**src/rtl/arcade_input_mapper.sv**
```systemverilog
// Arcade input front-end: PS/2 key latches + HPS joysticks -> per-player controls with
// SOCD cleaning, rotation remap and stretched coin. Optional autofire: INPUT_AUTOFIRE_EN.

module arcade_player_ctl #(
    parameter int          BUTTONS    = 2,
    parameter logic [15:0] COIN_PULSE = 16'd50000
) (
    input  logic               clk_sys,
    input  logic               rst,
    input  logic [3:0]         dir_i,
    input  logic [BUTTONS-1:0] btn_i,
    input  logic               start_i,
    input  logic               coin_i,
    input  logic [1:0]         rotate_i,
    input  logic [BUTTONS-1:0] fire_gate_i,
    output logic [3:0]         dir_o,
    output logic [BUTTONS-1:0] btn_o,
    output logic               start_o,
    output logic               coin_o
);
    typedef enum logic [1:0] {C_IDLE, C_PULSE, C_WAIT} coin_st_e;

    coin_st_e           st_q, st_d;
    logic [15:0]        cnt_q, cnt_d;
    logic               coin_q, coin_d, coin_prev_q;
    logic [3:0]         dir_q, dir_d, clean;
    logic [BUTTONS-1:0] btn_q;
    logic               start_q;

    // {U,D,L,R}: opposing pairs cancel before the rotation remap
    always_comb begin
        clean = dir_i;
        if (dir_i[3] && dir_i[2]) clean[3:2] = 2'b00;
        if (dir_i[1] && dir_i[0]) clean[1:0] = 2'b00;
        case (rotate_i)
            2'd1:    dir_d = {clean[1], clean[0], clean[2], clean[3]};
            2'd2:    dir_d = {clean[0], clean[1], clean[3], clean[2]};
            default: dir_d = clean;
        endcase
    end

    always_comb begin
        st_d   = st_q;
        cnt_d  = cnt_q;
        coin_d = coin_q;
        case (st_q)
            C_IDLE: begin
                if (coin_i && !coin_prev_q) begin
                    st_d   = C_PULSE;
                    cnt_d  = COIN_PULSE;
                    coin_d = 1'b1;
                end
            end
            C_PULSE: begin
                cnt_d = cnt_q - 16'd1;
                if (cnt_q == 16'd1) begin
                    coin_d = 1'b0;
                    st_d   = coin_i ? C_WAIT : C_IDLE;
                end
            end
            C_WAIT: begin
                if (!coin_i) st_d = C_IDLE;
            end
            default: st_d = C_IDLE;
        endcase
    end

    always_ff @(posedge clk_sys or posedge rst) begin
        if (rst) begin
            st_q        <= C_IDLE;
            cnt_q       <= '0;
            coin_q      <= 1'b0;
            coin_prev_q <= 1'b0;
            dir_q       <= '0;
            btn_q       <= '0;
            start_q     <= 1'b0;
        end else begin
            st_q        <= st_d;
            cnt_q       <= cnt_d;
            coin_q      <= coin_d;
            coin_prev_q <= coin_i;
            dir_q       <= dir_d;
            btn_q       <= btn_i & fire_gate_i;
            start_q     <= start_i;
        end
    end

    assign dir_o   = dir_q;
    assign btn_o   = btn_q;
    assign start_o = start_q;
    assign coin_o  = coin_q;
endmodule

module arcade_input_mapper #(
    parameter int          PLAYERS      = 2,
    parameter int          BUTTONS      = 2,
    parameter logic [15:0] COIN_PULSE   = 16'd50000,
    parameter logic [19:0] AUTOFIRE_DIV = 20'd400000
) (
    input  logic                         clk_sys,
    input  logic                         RESET,
    input  logic [10:0]                  ps2_key,
    input  logic [16*PLAYERS-1:0]        joy_in,
    input  logic [1:0]                   rotate,
    output logic [4*PLAYERS-1:0]         out_dir,
    output logic [BUTTONS*PLAYERS-1:0]   out_btn,
    output logic [PLAYERS-1:0]           out_start,
    output logic [PLAYERS-1:0]           out_coin,
    output logic                         out_test,
    input  logic [BUTTONS*PLAYERS-1:0]   autofire_en
);
    localparam int NK = 23;

    logic          armed_q, tog_q, test_q, key_ev;
    logic [8:0]    code;
    logic [NK-1:0] hit, kl_q, kl_d;
    logic [BUTTONS*PLAYERS-1:0] gate;

    assign code   = ps2_key[8:0];
    assign key_ev = armed_q && (ps2_key[10] != tog_q);

    // Latch slots: 0-3 P0 {R,L,D,U}, 4-7 P0 btn, 8-9 P0 start, 10 P0 coin,
    // 11-21 same layout for P1, 22 test. Arrows ignore the E0 prefix bit.
    always_comb begin
        hit = '0;
        case (code[7:0])
            8'h75:   hit[3] = 1'b1;
            8'h72:   hit[2] = 1'b1;
            8'h6B:   hit[1] = 1'b1;
            8'h74:   hit[0] = 1'b1;
            default: ;
        endcase
        case (code)
            9'h014: hit[4]  = 1'b1;
            9'h029: hit[5]  = 1'b1;
            9'h011: hit[6]  = 1'b1;
            9'h012: hit[7]  = 1'b1;
            9'h016: hit[8]  = 1'b1;
            9'h005: hit[9]  = 1'b1;
            9'h02E: hit[10] = 1'b1;
            9'h034: hit[11] = 1'b1;
            9'h023: hit[12] = 1'b1;
            9'h02B: hit[13] = 1'b1;
            9'h02D: hit[14] = 1'b1;
            9'h01C: hit[15] = 1'b1;
            9'h01B: hit[16] = 1'b1;
            9'h015: hit[17] = 1'b1;
            9'h01D: hit[18] = 1'b1;
            9'h01E: hit[19] = 1'b1;
            9'h006: hit[20] = 1'b1;
            9'h036: hit[21] = 1'b1;
            9'h02C: hit[22] = 1'b1;
            default: ;
        endcase
        kl_d = kl_q;
        if (key_ev) kl_d = (kl_q & ~hit) | (hit & {NK{ps2_key[9]}});
    end

    always_ff @(posedge clk_sys or posedge RESET) begin
        if (RESET) begin
            armed_q <= 1'b0;
            tog_q   <= 1'b0;
            kl_q    <= '0;
            test_q  <= 1'b0;
        end else begin
            armed_q <= 1'b1;
            tog_q   <= ps2_key[10];
            kl_q    <= kl_d;
            test_q  <= kl_q[22];
        end
    end

    assign out_test = test_q;

`ifdef INPUT_AUTOFIRE_EN
    logic [19:0] af_cnt_q;
    logic        af_phase_q;

    always_ff @(posedge clk_sys or posedge RESET) begin
        if (RESET) begin
            af_cnt_q   <= '0;
            af_phase_q <= 1'b1;
        end else if (af_cnt_q == AUTOFIRE_DIV - 20'd1) begin
            af_cnt_q   <= '0;
            af_phase_q <= ~af_phase_q;
        end else begin
            af_cnt_q   <= af_cnt_q + 20'd1;
        end
    end

    assign gate = ~autofire_en | {(BUTTONS*PLAYERS){af_phase_q}};
`else
    logic unused_af;
    assign unused_af = ^autofire_en;
    assign gate      = '1;
`endif

    logic unused_bits;
    assign unused_bits = ^{kl_q, joy_in};

    for (genvar p = 0; p < PLAYERS; p++) begin : g_pl
        logic [15:0]        j;
        logic [3:0]         kdir;
        logic [BUTTONS-1:0] kbtn;
        logic               kstart, kcoin;

        assign j = joy_in[16*p +: 16];
        if (p == 0) begin : g_k0
            assign kdir   = kl_q[3:0];
            assign kbtn   = kl_q[4 +: BUTTONS];
            assign kstart = kl_q[8] | kl_q[9];
            assign kcoin  = kl_q[10];
        end else if (p == 1) begin : g_k1
            assign kdir   = kl_q[14:11];
            assign kbtn   = kl_q[15 +: BUTTONS];
            assign kstart = kl_q[19] | kl_q[20];
            assign kcoin  = kl_q[21];
        end else begin : g_kn
            assign kdir   = '0;
            assign kbtn   = '0;
            assign kstart = 1'b0;
            assign kcoin  = 1'b0;
        end

        arcade_player_ctl #(.BUTTONS(BUTTONS), .COIN_PULSE(COIN_PULSE)) u_pl (
            .clk_sys     (clk_sys),
            .rst         (RESET),
            .dir_i       (kdir | j[3:0]),
            .btn_i       (kbtn | j[4 +: BUTTONS]),
            .start_i     (kstart | j[4+BUTTONS]),
            .coin_i      (kcoin | j[5+BUTTONS]),
            .rotate_i    (rotate),
            .fire_gate_i (gate[BUTTONS*p +: BUTTONS]),
            .dir_o       (out_dir[4*p +: 4]),
            .btn_o       (out_btn[BUTTONS*p +: BUTTONS]),
            .start_o     (out_start[p]),
            .coin_o      (out_coin[p])
        );
    end
endmodule

```
**config.mk**
```make
export PLATFORM = sky130hd
export DESIGN_NAME = arcade_input_mapper
export DESIGN_NICKNAME = d
export VERILOG_FILES = /design/src/rtl/arcade_input_mapper.sv
export SDC_FILE = /design/constraint.sdc
export NUM_CORES = 1
export LEC_CHECK = 0
export BUFFER_PORTS_ARGS = -buffer_cell sky130_fd_sc_hd__buf_2
export CORE_UTILIZATION = 40
export CTS_CLUSTER_DIAMETER = 60
export DETAILED_ROUTE_END_ITERATION = 16
export RECOVER_POWER = 25
export SLEW_MARGIN = 20
export SYNTH_ARGS = -nofsm -noshare
export SYNTH_HDL_FRONTEND = slang
export SYNTH_HIERARCHICAL = 1
export SYNTH_SLANG_ARGS = --single-unit
```
**constraint.sdc**
```tcl
create_clock -name clk_sys -period 2.28 [get_ports clk_sys]
set_input_delay 0.114 -clock clk_sys [delete_from_list [all_inputs] [get_ports clk_sys]]
set_output_delay 0.114 -clock clk_sys [all_outputs]
set_load 0.03 [all_outputs]
```
==> flow_summary.toml <==
[yosys]
synthArstFlopShare_pct = 100
ys_types = 47
synthTopCellsByArea = "dfrtp_1 49%, nand4_1 3.4%, mux2_2 3.2%"
synth-seq-cells = 76
yosysTopAreaCell = "dfrtp_1"
synth_top_area_share_pct = 48.9
syn_avg_cell_area_um2 = 10.7
synth_most_common_cell = "dfrtp_1"
yosys-top-cells-count = "76 x dfrtp_1, 24 x o21ai_0, 21 x nand4_1, 21 x nor2_1, 20 x nand2_1"
synth_edf_count = 0
seq_area_frac_synth_pct = 48.9
syn_inst = 362
yosys_warnings = 6
ys.flop_type = "dfrtp_1"
syn-cell-area_mm2 = 0.00389

[drt]
vias = 2884
drt_pass1_iterations = 4
wl_mm = 7.57
ant_nets = 0
vias_per_cell = 5.20
avgRoutedWirePerCell_um = 13.6
drc = 0
drt_iter0_markers = 132

[power_and_ir_drop]
seq_power_share_pct = 50.0
power.switching_mw = 1.23
sw_frac_of_total_pct = 33.4
powerDensity_mw_per_mm2 = 814
ir_drop_uv = 329
intPower_mw = 2.45
clock_power_share_pct = 29.2
p_leak_nw = 1.97
pwr-share-comb_pct = 20.8

[timing]
skew_ns = 0.0104
max_freq_mhz = 518
report.final.hold_viol_count = 0
period_needed_ns = 1.93
slew_headroom_pct = -1.88
drv_slew = 28
setup_viol = 0
fin_crit_sh_pct = 84.6
worstMarginPinSlew_ns = 1.53
rsz0062_at_grt = "false"
tns_ns = 0

[global_route]
overflow = 0
grt_pass1_vias = 2698
antenna_found_initial = 0
grt_pass1_wl_mm = 12.8
grtUsageTotal_pct = 16.2
grt_max_degree = 28

[layout]
diodes = 0
fillers = 862
final_layout_size_suffix_gt1_share_pct = 25.8
nets = 480
seq_area_mm2 = 0.00190
syn2layout_area_growth_pct = 16.3
multi_input_comb_area_mm2 = 0.00186
stdcell_count = 555

[placed_design]
dp.final_hpwl_mm = 5.42
portBuffers = 47
gp_congestion = 0.897
dp_cells = 533

[outcome]
violations = "capacitance limit, slew limit"
status = "finished with violations"

[cts]
path_clk_slew_ns = 0.08
cts_tree = "yes"
clock_path_buffers = 2
ctsResizeCount = 0
h-tree-depth = 3
cts_setup_buffers = 0
insertion_delay_ns = 0.35
cts_root_buf = "clkbuf_8"
clock-sinks = 76
cts_inserted_buffers = 9
hold_buffers = 6

[hold_path]
hold_path_class = "primary input to flop"

[die]
placementRows = 35
die_x_um = 101
die-area_mm2 = 0.0101
ios = 68
initial_core_util_pct = 41.7
core_area_mm2 = 0.00933
die_h_um = 101

[worst_setup_path]
critical_path_class = "flop to flop"
crit_required_ns = 2.55
critical_path_arrival_ns = 2.20
crit_path_start_kind = "flop"
cp_max_fo = 7
crit_path_end_kind = "flop"

[job]
maxCapViolCount = 1
==> power groups by stage <==
stage	registers, mW	logic [mW]	clock network, mW
2_1_floorplan	1.84	0.553	0
3_3_place_gp	1.85	0.743	0
3_5_place_dp	1.86	0.765	0
4_1_cts	1.84	0.776	1.10
5_1_grt	1.88	0.871	1.16
6_report	1.84	0.765	1.07
==> final cells by class <==
type | instances | area share, %
Clock inverter | 5 | 1.33
Sequential cell | 76 | 42.1
Inverter | 13 | 1.08
Timing Repair Buffer | 59 | 7.31
Multi-Input combinational cell | 262 | 41.3
Tap cell | 129 | 3.57
Clock buffer | 11 | 3.35
==> cells in the final DEF (no fill, tap or decap), types with 5 or more instances in the layout <==
cell           instances
or2_2                 14
or3_1                 10
mux2_1                 8
nor2b_1               13
conb_1                 5
xor2_1                10
inv_1                 13
buf_2                 45
a22oi_1                8
o31ai_1                8
and2_1                 7
nand2_1               20
dlygate4sd3_1          6
nand4_1               21
ha_1                   8
a21oi_1               10
nor2_1                21
clkbuf_8              11
o21ai_0               24
dfrtp_1               76
nand3_1                8
mux2_2                11
==> worst max-delay path, cell delays in order, from the launching register on <==
cell and delay [ns]:
dfrtp_1 0.46, nor4_1 0.38, o211ai_1 0.32, or4b_1 0.56, a21oi_1 0.14
==> path summary, 6_finish.rpt <==
check / startpoint / endpoint / slack [ns] / cells past startpoint
min in group asynchronous: RESET / async pin / 0.52 / 3
hold reg to reg: flop / out_test$_DFF_PP0_ / 0.39 / 0
hold / removal: joy_in[4] / g_pl[0].u_pl/btn_o[0]$_DFF_PP0_ / 0.07 / 3
setup / recovery: g_pl[1].u_pl/cnt_q[2]$_DFFE_PP0P_ / g_pl[1].u_pl/cnt_q[13]$_DFFE_PP0P_ / 0.35 / 4
max in group asynchronous: RESET / g_pl[0].u_pl/start_o$_DFF_PP0_ / 0.52 / 4
setup reg to reg: g_pl[1].u_pl/cnt_q[2]$_DFFE_PP0P_ / g_pl[1].u_pl/cnt_q[13]$_DFFE_PP0P_ / 0.35 / 4
==> routing by layer <==
layer	wire length [um]	vias up	track usage, %	share of wire (%)
met4	136	0	7.02	1.8
met3	278	11	3.05	3.7
met1	3690	1355	22.4	49
met5	0	-	0	0
li1	-	1446	-	-
met2	3460	72	24.9	46
==> logic make-up after synthesis <==
kind of cell,after synthesis,synth area share [%]
simple gates,153,25.7
flops,76,48.9
compound gates,66,11.1
buf+inv,28,3.48
mux,19,5.51
xor+xnor,11,2.67
fa+ha+maj,8,2.58
other cells,1,0.0965
==> stage by stage <==
step	util, %	total power [mW]	setup slack [ns]	hold WS [ns]	cell area [um2]
2_1_floorplan	-	2.39	0.593	0.103	3900
3_3_place_gp	45.6	2.59	0.419	0.226	4260
3_5_place_dp	45.6	2.63	0.372	0.228	4260
4_1_cts	48.5	3.72	0.358	0.0525	4530
5_1_grt	48.4	3.90	0.154	0.0669	4520
6_report	48.4	3.68	0.350	0.0662	4520
No activity file was read; power rests on OpenSTA's default activity.
